==> config.mk <==
export PLATFORM = sky130hd
export DESIGN_NAME = brownout_reset_sequencer
export DESIGN_NICKNAME = d
export VERILOG_FILES = /design/src/rtl/brownout_reset_sequencer.sv
export SDC_FILE = /design/constraint.sdc
export NUM_CORES = 1
export LEC_CHECK = 0
export BUFFER_PORTS_ARGS = -buffer_cell sky130_fd_sc_hd__buf_2
export CORE_MARGIN = 1.5
export CORE_UTILIZATION = 42
export DETAILED_ROUTE_END_ITERATION = 12
export PLACE_DENSITY = 0.66
export SLEW_MARGIN = 20
export SYNTH_ARGS = -nofsm -noshare
export SYNTH_HDL_FRONTEND = slang
export SYNTH_HIERARCHICAL = 1
export SYNTH_SLANG_ARGS = --single-unit
==> constraint.sdc <==
create_clock -name clk -period 1.38 [get_ports clk]
set_input_delay 0.276 -clock clk [delete_from_list [all_inputs] [get_ports clk]]
set_output_delay 0.276 -clock clk [all_outputs]
set_load 0.01 [all_outputs]
==> src/rtl/brownout_reset_sequencer.sv <==
// Brownout detector back-end: sync + debounce, reset/power-good FSM, sticky flags.
// Optional event counter enabled by defining BROWNOUT_SEQ_EVENT_CNT_EN.

module brownout_reset_deb #(
  parameter int DEB_CYCLES = 4
) (
  input  logic clk,
  input  logic resetb,
  input  logic s,
  output logic d
);
  localparam logic [7:0] DEB_LAST = 8'(DEB_CYCLES - 1);

  logic [7:0] cnt;

  always_ff @(posedge clk or negedge resetb) begin
    if (!resetb) begin
      d   <= 1'b0;
      cnt <= '0;
    end else if (s == d) begin
      cnt <= '0;
    end else if (cnt == DEB_LAST) begin
      d   <= ~d;
      cnt <= '0;
    end else begin
      cnt <= cnt + 8'd1;
    end
  end
endmodule

module brownout_reset_sequencer #(
  parameter int DEB_CYCLES  = 4,
  parameter int HOLD_CYCLES = 1024,
  parameter int CNT_W       = 8
) (
  input  logic             clk,
  input  logic             resetb,
  input  logic             ena,
  input  logic             outb,
  input  logic             vunder,
  input  logic             clear,
  output logic             sys_resetb,
  output logic             pwr_good,
  output logic             bod_flag,
  output logic             vunder_flag,
  output logic [CNT_W-1:0] event_cnt,
  output logic [1:0]       state
);
  typedef enum logic [1:0] {IDLE = 2'd0, MON = 2'd1, FAULT = 2'd2, HOLD = 2'd3} st_e;

  localparam int         NSIG      = 2;
  localparam logic [15:0] HOLD_LAST = 16'(HOLD_CYCLES - 1);

  logic [NSIG-1:0] raw, sync_q1, sync_q2, deb_d;
  logic            bod_d, vu_d, vu_q, bod_set, vu_rise;
  logic [15:0]     hold_cnt;
  st_e             st, nxt;

  // bit 0: brownout (inverted outb), bit 1: undervoltage
  assign raw = {vunder, ~outb};

  always_ff @(posedge clk or negedge resetb) begin
    if (!resetb) begin
      sync_q1 <= '0;
      sync_q2 <= '0;
    end else begin
      sync_q1 <= raw;
      sync_q2 <= sync_q1;
    end
  end

  for (genvar g = 0; g < NSIG; g++) begin : g_deb
    brownout_reset_deb #(.DEB_CYCLES(DEB_CYCLES)) u_deb (
      .clk    (clk),
      .resetb (resetb),
      .s      (sync_q2[g]),
      .d      (deb_d[g])
    );
  end

  assign bod_d   = deb_d[0];
  assign vu_d    = deb_d[1];
  assign vu_rise = vu_d & ~vu_q;
  assign state   = st;

  always_comb begin
    nxt = st;
    if (!ena) nxt = IDLE;
    else begin
      case (st)
        IDLE:    nxt = bod_d ? FAULT : MON;
        MON:     if (bod_d) nxt = FAULT;
        FAULT:   if (!bod_d) nxt = HOLD;
        HOLD:    if (bod_d) nxt = FAULT;
                 else if (hold_cnt == HOLD_LAST) nxt = MON;
        default: nxt = IDLE;
      endcase
    end
  end

  // Re-entry to FAULT from HOLD is the same brownout, so it does not flag again.
  assign bod_set = (nxt == FAULT) && ((st == MON) || (st == IDLE));

  always_ff @(posedge clk or negedge resetb) begin
    if (!resetb) begin
      st          <= IDLE;
      sys_resetb  <= 1'b0;
      pwr_good    <= 1'b0;
      hold_cnt    <= '0;
      vu_q        <= 1'b0;
      bod_flag    <= 1'b0;
      vunder_flag <= 1'b0;
    end else begin
      st         <= nxt;
      sys_resetb <= !((nxt == FAULT) || (nxt == HOLD));
      pwr_good   <= (nxt == MON);
      vu_q       <= vu_d;
      if (nxt == HOLD && st != HOLD) hold_cnt <= '0;
      else if (st == HOLD)           hold_cnt <= hold_cnt + 16'd1;
      if (bod_set)    bod_flag <= 1'b1;
      else if (clear) bod_flag <= 1'b0;
      if (vu_rise)    vunder_flag <= 1'b1;
      else if (clear) vunder_flag <= 1'b0;
    end
  end

`ifdef BROWNOUT_SEQ_EVENT_CNT_EN
  localparam logic [CNT_W-1:0] CNT_MAX = '1;
  logic ev;
  assign ev = (st == MON) && (nxt == FAULT);

  always_ff @(posedge clk or negedge resetb) begin
    if (!resetb)     event_cnt <= '0;
    else if (ev)     event_cnt <= clear ? CNT_W'(1) :
                                  (event_cnt == CNT_MAX) ? event_cnt : event_cnt + CNT_W'(1);
    else if (clear)  event_cnt <= '0;
  end
`else
  assign event_cnt = '0;
`endif
endmodule
==> results.ini, run 1 <==
[critical_path]
crit_type = reg -> reg
arrival_ps = 1640
start_kind = flop
end_kind = flop
path_max_fanout = 3
required_ps = 1570

[power_and_ir_drop]
share_seq_of_total_power = 0.476
p_int_mw = 2.88
power_density_nw_per_um2 = 1670
swShare = 0.334
ir_drop_mv = 1.05
p_switching_mw = 1.44
power_frac_comb = 0.324
power_leakage_nw = 1.22
pwr-share-clk = 0.201

[die]
io_pins = 20
die_h_um = 74.2
die_w_um = 74.2
num_rows = 25
core-area_um2 = 4820
initial_utilization = 0.442
dieArea_um2 = 5510

[final_layout]
drive_gt1_frac = 0.282
diodes = 0
fin_util = 0.537
fillers = 431
fin_area_um2 = 2590
fin_nets = 251
syn2layout_area_growth_pct = 21.4

[global_routing]
grt.total_usage = 0.160
grt_pass1_wl_mm = 6.69
antenna_found_initial = 0
grt_overflow = 0
grt_max_degree = 46
grt_pass1_vias = 1529

[job]
drv_cap = 0

[synthesis]
synth_top_family_by_area = simple AND/OR/NAND/NOR gates
async_flop_share = 1.00
synth.distinct_cells = 35
synthSimpleGateAreaFrac = 0.223
synthCells = 199
avgSynthCellArea_um2 = 10.7
synth-edff-count = 0
ys.flop_type = dfrtp_1
synth_adder_area_share = 0.0294
yosysSeqAreaShare = 0.528
synth_warnings = 6
synth_compound_area_frac = 0.0893
ys_seq_elements = 45
muxShareOfSynthArea = 0.0435
synth_area_um2 = 2130
yosys.area_share.xor_xnor = 0.0329

[timing]
skew_ps = 3.94
period_needed_ps = 1440
maxSlewViolCount = 0
setup-violations-final = 4
post-route-period-util = 1.05
finalHoldViolations = 0
max_freq_ghz = 0.693
rsz0062_at_grt = true
setup_tns_ps = -113
layout_setup_ws_ps = -62.7

[min_path]
hp-class = in -> reg

[route]
routed_wl_mm = 3.75
drtAntennaViolNets = 0
via_per_inst = 5.08
drcViolationCount = 0
vias = 1566
wl_per_cell_um = 12.2
drtPass1Iterations = 4
drt_iter0_drc = 75

[placed_design]
port-buffer-count = 11
dp_hpwl_mm = 2.56
gp_congestion = 0.832
dpl_cell_area_um2 = 2380

[cts]
cts_root_buffer = clkbuf_8
clock_latency_ps = 290
htree_num_levels = 2
clkSlewWorstSetupHoldPaths_ps = 80
cts_sinks = 45
clockBufferDepth = 2
cts_buffers = 5
cts_tree = built

[outcome]
status = finished with violations
violations = negative setup slack

-- path summary, 6_finish.rpt --
path	startpoint	end	slack (ps)	cells past startpoint
worst max-delay path	hold_cnt[1]$_DFFE_PN0P_	hold_cnt[12]$_DFFE_PN0P_	-60	5
worst min-delay path	vunder	sync_q1[1]$_DFF_PN0_	80	1
worst max register to register	hold_cnt[1]$_DFFE_PN0P_	hold_cnt[12]$_DFFE_PN0P_	-60	5
worst min register to register	sync_q1[0]$_DFF_PN0_	sync_q2[0]$_DFF_PN0_	360	0
max in group asynchronous	resetb	state[0]$_DFF_PN0_	670	3
min in group asynchronous	resetb	g_deb[0].u_deb/cnt[7]$_DFF_PN0_	470	3
-- metrics by stage --
| stage | hold slack (ps) | cells | total power, mW | worst slack (ps) |
|---|---|---|---|---|
| after global routing | 62.2 | 308 | 4.66 | -171 |
| after floorplan | -19.6 | 206 | 2.75 | 13.5 |
| after CTS | 67.6 | 306 | 4.30 | 3.22 |
| after detailed placement | 276 | 294 | 3.34 | -31.1 |
| after global placement | 271 | 294 | 3.31 | -38.9 |
| final | 80.4 | 308 | 4.33 | -62.7 |
-- layout make-up --
| class | count | area [um2] | area share |
|---|---|---|---|
| timing repair buffer | 37 | 273 | 0.105 |
| sequential | 45 | 1130 | 0.436 |
| tap | 67 | 83.8 | 0.0324 |
| clock buffer | 7 | 96.3 | 0.0373 |
| multi-input combinational | 142 | 966 | 0.373 |
| inverter | 9 | 33.8 | 0.0131 |
| clock inverter | 1 | 5.00 | 0.00194 |
-- timing repair --
| action | in CTS | in global routing |
|---|---|---|
| hold endpoints to repair | 45 | 0 |
| setup endpoints to repair | 8 | 31 |
| buffers inserted | 3 | 2 |
| hold buffers | 1 | 0 |
| cloned | 0 | 0 |
| pin swaps | 2 | 10 |
| gates resized for setup | 5 | 15 |
-- layout by cell type, fill, tap and decap left out, types with 4 or more instances in the layout --
cell type,synthesis,final
dfrtp_1,45,43
buf_4,8,22
nand2_1,20,20
nand3_1,16,16
buf_2,1,11
nor2_1,11,10
inv_1,9,9
o21ai_0,13,8
conb_1,1,8
nand4_1,7,7
mux2i_1,7,7
or3_1,7,7
clkbuf_8,0,7
o211ai_1,4,4
xnor2_1,4,4
a21oi_1,4,4
xor2_1,4,4
ha_1,5,4
-- routing by layer --
layer	global-route usage	wire [um]	vias to the layer above
met4	0.0707	76	0
met5	0	0	-
met2	0.248	1790	34
met1	0.212	1720	746
met3	0.0447	166	7
li1	-	-	779
-- power by group through the flow --
stage | logic (mW) | registers [mW] | clock network, mW
CTS | 1.33 | 2.05 | 0.912
global route | 1.58 | 2.13 | 0.951
finish | 1.40 | 2.06 | 0.869
floorplan | 0.646 | 2.11 | 0
global placement | 1.25 | 2.07 | 0
detailed placement | 1.27 | 2.07 | 0
-- flip-flops by register name (all words and copies together), names as in the netlist, 2 cells and up --
register         cells
g_deb.u_deb/d        2
state                2
hold_cnt            16
sync_q2              2
g_deb.u_deb/cnt     16
sync_q1              2
-- synth_stat cells (2+ instances only) --
library cell  count  area, um2
a21o_1            2       15.0
o21ai_0          13       65.1
and4_1            3       26.3
nand2_1          20       75.1
buf_4             8       60.1
nor4b_1           2       17.5
inv_1             9       33.8
nand4_2           3       37.5
xor2_1            4       35.0
nand3_1          16       80.1
ha_1              5       62.6
dfrtp_1          45       1130
xnor2_1           4       35.0
nor2_1           11       41.3
mux2i_1           7       70.1
nor3_1            2       10.0
mux2_2            2       22.5
o22ai_1           2       12.5
nor4b_2           2       30.0
a21oi_2           2       17.5
or3_1             7       43.8
o31ai_1           3       22.5
nor2b_1           3       18.8
o211ai_1          4       30.0
a21oi_1           4       20.0
nand4_1           7       43.8
-- cell families (layout without fill, tap and decap cells) --
| group | Yosys count | count (layout) |
|---|---|---|
| buf+inv | 19 | 54 |
| fa+ha+maj | 5 | 5 |
| mux | 9 | 9 |
| other cells | 1 | 8 |
| simple gates | 81 | 81 |
| xor+xnor | 8 | 8 |
| flops | 45 | 45 |
| compound gates | 31 | 31 |
-- critical path, cell delays in order, from the launching register on --
cell     delay, ps
dfrtp_1        380
ha_2           210
and4_4         240
nand4_1        130
buf_4          180
o31ai_1        220
(Power assumes the default switching activity.)
==> run 2, diff against run 1 <==
--- a/config.mk
+++ b/config.mk
@@ -10,6 +10,7 @@
 export CORE_UTILIZATION = 42
 export DETAILED_ROUTE_END_ITERATION = 12
 export PLACE_DENSITY = 0.66
+export SKIP_LAST_GASP = 1
 export SLEW_MARGIN = 20
 export SYNTH_ARGS = -nofsm -noshare
 export SYNTH_HDL_FRONTEND = slang
==> run 2 against run 1 <==
Against the previous run: the flow still finishes with violations (negative setup slack); global-route usage unchanged; worst setup slack about the same; hold slack unchanged; final area unchanged; via count unchanged; sequential power about the same; register-to-register slack about the same; final cell count unchanged; first-iteration DRC count unchanged; utilization unchanged; flip-flop and latch count unchanged; sequential share of layout area unchanged.
==> results.ini, run 2 (synthesis results as in run 1) <==
[placed_design]
dp.cells = 294  ; unchanged
dpl_cell_area_um2 = 2380  ; unchanged
dp_hpwl_mm = 2.56  ; unchanged
port-buffer-count = 11  ; unchanged
dp_slack_ps = -31.1  ; unchanged
gp_congestion = 0.832  ; unchanged

[timing]
period_needed_ps = 1440  ; about the same
post-route-period-util = 1.05  ; about the same
rsz0062_at_grt = true  ; unchanged
setup_tns_ps = -106  ; was -113 ps
max_freq_ghz = 0.693  ; unchanged
skew_ps = 3.94  ; about the same
finalHoldViolations = 0  ; unchanged
layout_setup_ws_ps = -62.7  ; about the same
maxSlewViolCount = 0  ; unchanged
setup-violations-final = 4  ; unchanged

[final_layout]
fillers = 431  ; unchanged
drive_gt1_frac = 0.282  ; unchanged
diodes = 0  ; unchanged
final_common_cell = dfrtp_1  ; unchanged
fin_nets = 251  ; unchanged
final_cells = 308  ; unchanged
mostFrequentLayoutCells = dfrtp_1 (43), buf_4 (22), nand2_1 (20)  ; unchanged
fin_area_um2 = 2590  ; unchanged
syn2layout_area_growth_pct = 21.4  ; unchanged
reg_top3 = g_deb.u_deb/cnt: 16 flops, hold_cnt: 16 flops  ; unchanged

[outcome]
status = finished with violations  ; unchanged
violations = negative setup slack  ; unchanged

[critical_path]
arrival_ps = 1640  ; about the same
crit_type = reg -> reg  ; unchanged
end_kind = flop  ; unchanged
worstReg2RegEnd = hold_cnt[12]$_DFFE_PN0P_  ; unchanged
crit_start = hold_cnt[1]$_DFFE_PN0P_  ; unchanged
regToRegSetupSlack_ps = -60  ; about the same
r2r-start = hold_cnt[1]$_DFFE_PN0P_  ; unchanged
path_max_fanout = 3  ; unchanged
start_kind = flop  ; unchanged
required_ps = 1570  ; about the same
reg2regPathDepth = 5  ; unchanged

[die]
dieArea_um2 = 5510  ; unchanged
initial_utilization = 0.442  ; unchanged
io_pins = 20  ; unchanged
die_w_um = 74.2  ; unchanged
core-area_um2 = 4820  ; unchanged
num_rows = 25  ; unchanged
die_h_um = 74.2  ; unchanged

[power_and_ir_drop]
power_frac_comb = 0.323  ; was 0.324
ir_drop_mv = 1.05  ; about the same
p_switching_mw = 1.44  ; about the same
share_seq_of_total_power = 0.476  ; about the same
power_leakage_nw = 1.22  ; about the same
pwr-share-clk = 0.201  ; about the same
swShare = 0.334  ; about the same
p_int_mw = 2.88  ; about the same
power_density_nw_per_um2 = 1670  ; about the same

[route]
drt_iter0_drc = 75  ; unchanged
drtAntennaViolNets = 0  ; unchanged
drcViolationCount = 0  ; unchanged
routed_wl_mm = 3.75  ; about the same
via_per_inst = 5.08  ; unchanged
vias = 1566  ; unchanged
wl_per_cell_um = 12.2  ; about the same
drtPass1Iterations = 4  ; unchanged

[cts]
clock_latency_ps = 290  ; about the same
cts_root_buffer = clkbuf_8  ; unchanged
cts_sinks = 45  ; unchanged
cts_buffers = 5  ; unchanged
cts_tree = built  ; unchanged
clockBufferDepth = 2  ; unchanged
htree_num_levels = 2  ; unchanged
clkSlewWorstSetupHoldPaths_ps = 80  ; about the same

[global_routing]
grt_pass1_vias = 1529  ; unchanged
grt_max_degree = 46  ; unchanged
antenna_found_initial = 0  ; unchanged
grt_pass1_wl_mm = 6.69  ; unchanged
grt_overflow = 0  ; unchanged
grt.total_usage = 0.160  ; unchanged

[min_path]
min_path_cells = 1  ; unchanged
hold_path_end = sync_q1[1]$_DFF_PN0_  ; unchanged
hp-class = in -> reg  ; unchanged
worstHoldStart = vunder  ; unchanged

[job]
drv_cap = 0  ; unchanged

==> run 2: changes by cell type in the layout (fill, tap and decap cells not counted) <==
| cell | delta |
|---|---|
| o21ai_1 | -1 |
| o21ai_0 | +1 |
==> run 2: metal layers <==
layer | share of wire | vias to the layer above | routed length, um | GRT usage
met3 | 0.044 | 7 | 166 | 0.0447
met2 | 0.48 | 34 | 1790 | 0.248
met4 | 0.020 | 0 | 76 | 0.0707
met5 | 0 | - | 0 | 0
li1 | - | 779 | - | -
met1 | 0.46 | 746 | 1720 | 0.212
==> run 2: per-stage QoR <==
stage	power [mW]	util	hold slack, ps
2_1_floorplan	2.75	-	-19.6
3_3_place_gp	3.31	0.495	271
3_5_place_dp	3.34	0.495	276
4_1_cts	4.30	0.526	67.6
5_1_grt	4.66	0.537	62.2
6_report	4.33	0.537	80.4
==> run 2: worst max-delay path by stage <==
stage	to	slack (ps)	cells after the start
after CTS	hold_cnt[14]$_DFFE_PN0P_	3	5
after global placement	state[1]$_DFF_PN0_	-40	4
after global routing	hold_cnt[12]$_DFFE_PN0P_	-170	5
final	hold_cnt[12]$_DFFE_PN0P_	-60	5
after detailed placement	sys_resetb$_DFF_PN0_	-30	5
after floorplan	hold_cnt[14]$_DFFE_PN0P_	10	5
==> run 2: final cells by class <==
class                   instances  area, um2  area share
flip-flops and latches         45       1130       0.436
multi-input cells             142        966       0.373
inverters                       9       33.8      0.0131
repair buffers                 37        273       0.105
well taps                      67       83.8      0.0324
clock inverters                 1       5.00     0.00194
clock buffers                   7       96.3      0.0373
==> run 2: power by group through the flow <==
stage,combinational [mW],sequential [mW],clock (mW)
after floorplan,0.646,2.11,0
after global placement,1.25,2.07,0
after global routing,1.58,2.13,0.951
after CTS,1.33,2.05,0.912
after detailed placement,1.27,2.07,0
final,1.40,2.06,0.869
==> run 2: worst max-delay path: stages (launching register included) <==
cell     delay [ps]
dfrtp_1         380
ha_2            210
and4_4          240
nand4_1         130
buf_4           180
o31ai_1         220
==> run 2: repair_timing <==
item,in CTS,in global routing
pin swaps,2,10
setup buffers,3,2
resized for setup,5,14
endpoints found under the setup margin,8,31
hold endpoints to repair,45,0
hold buffers,1,0
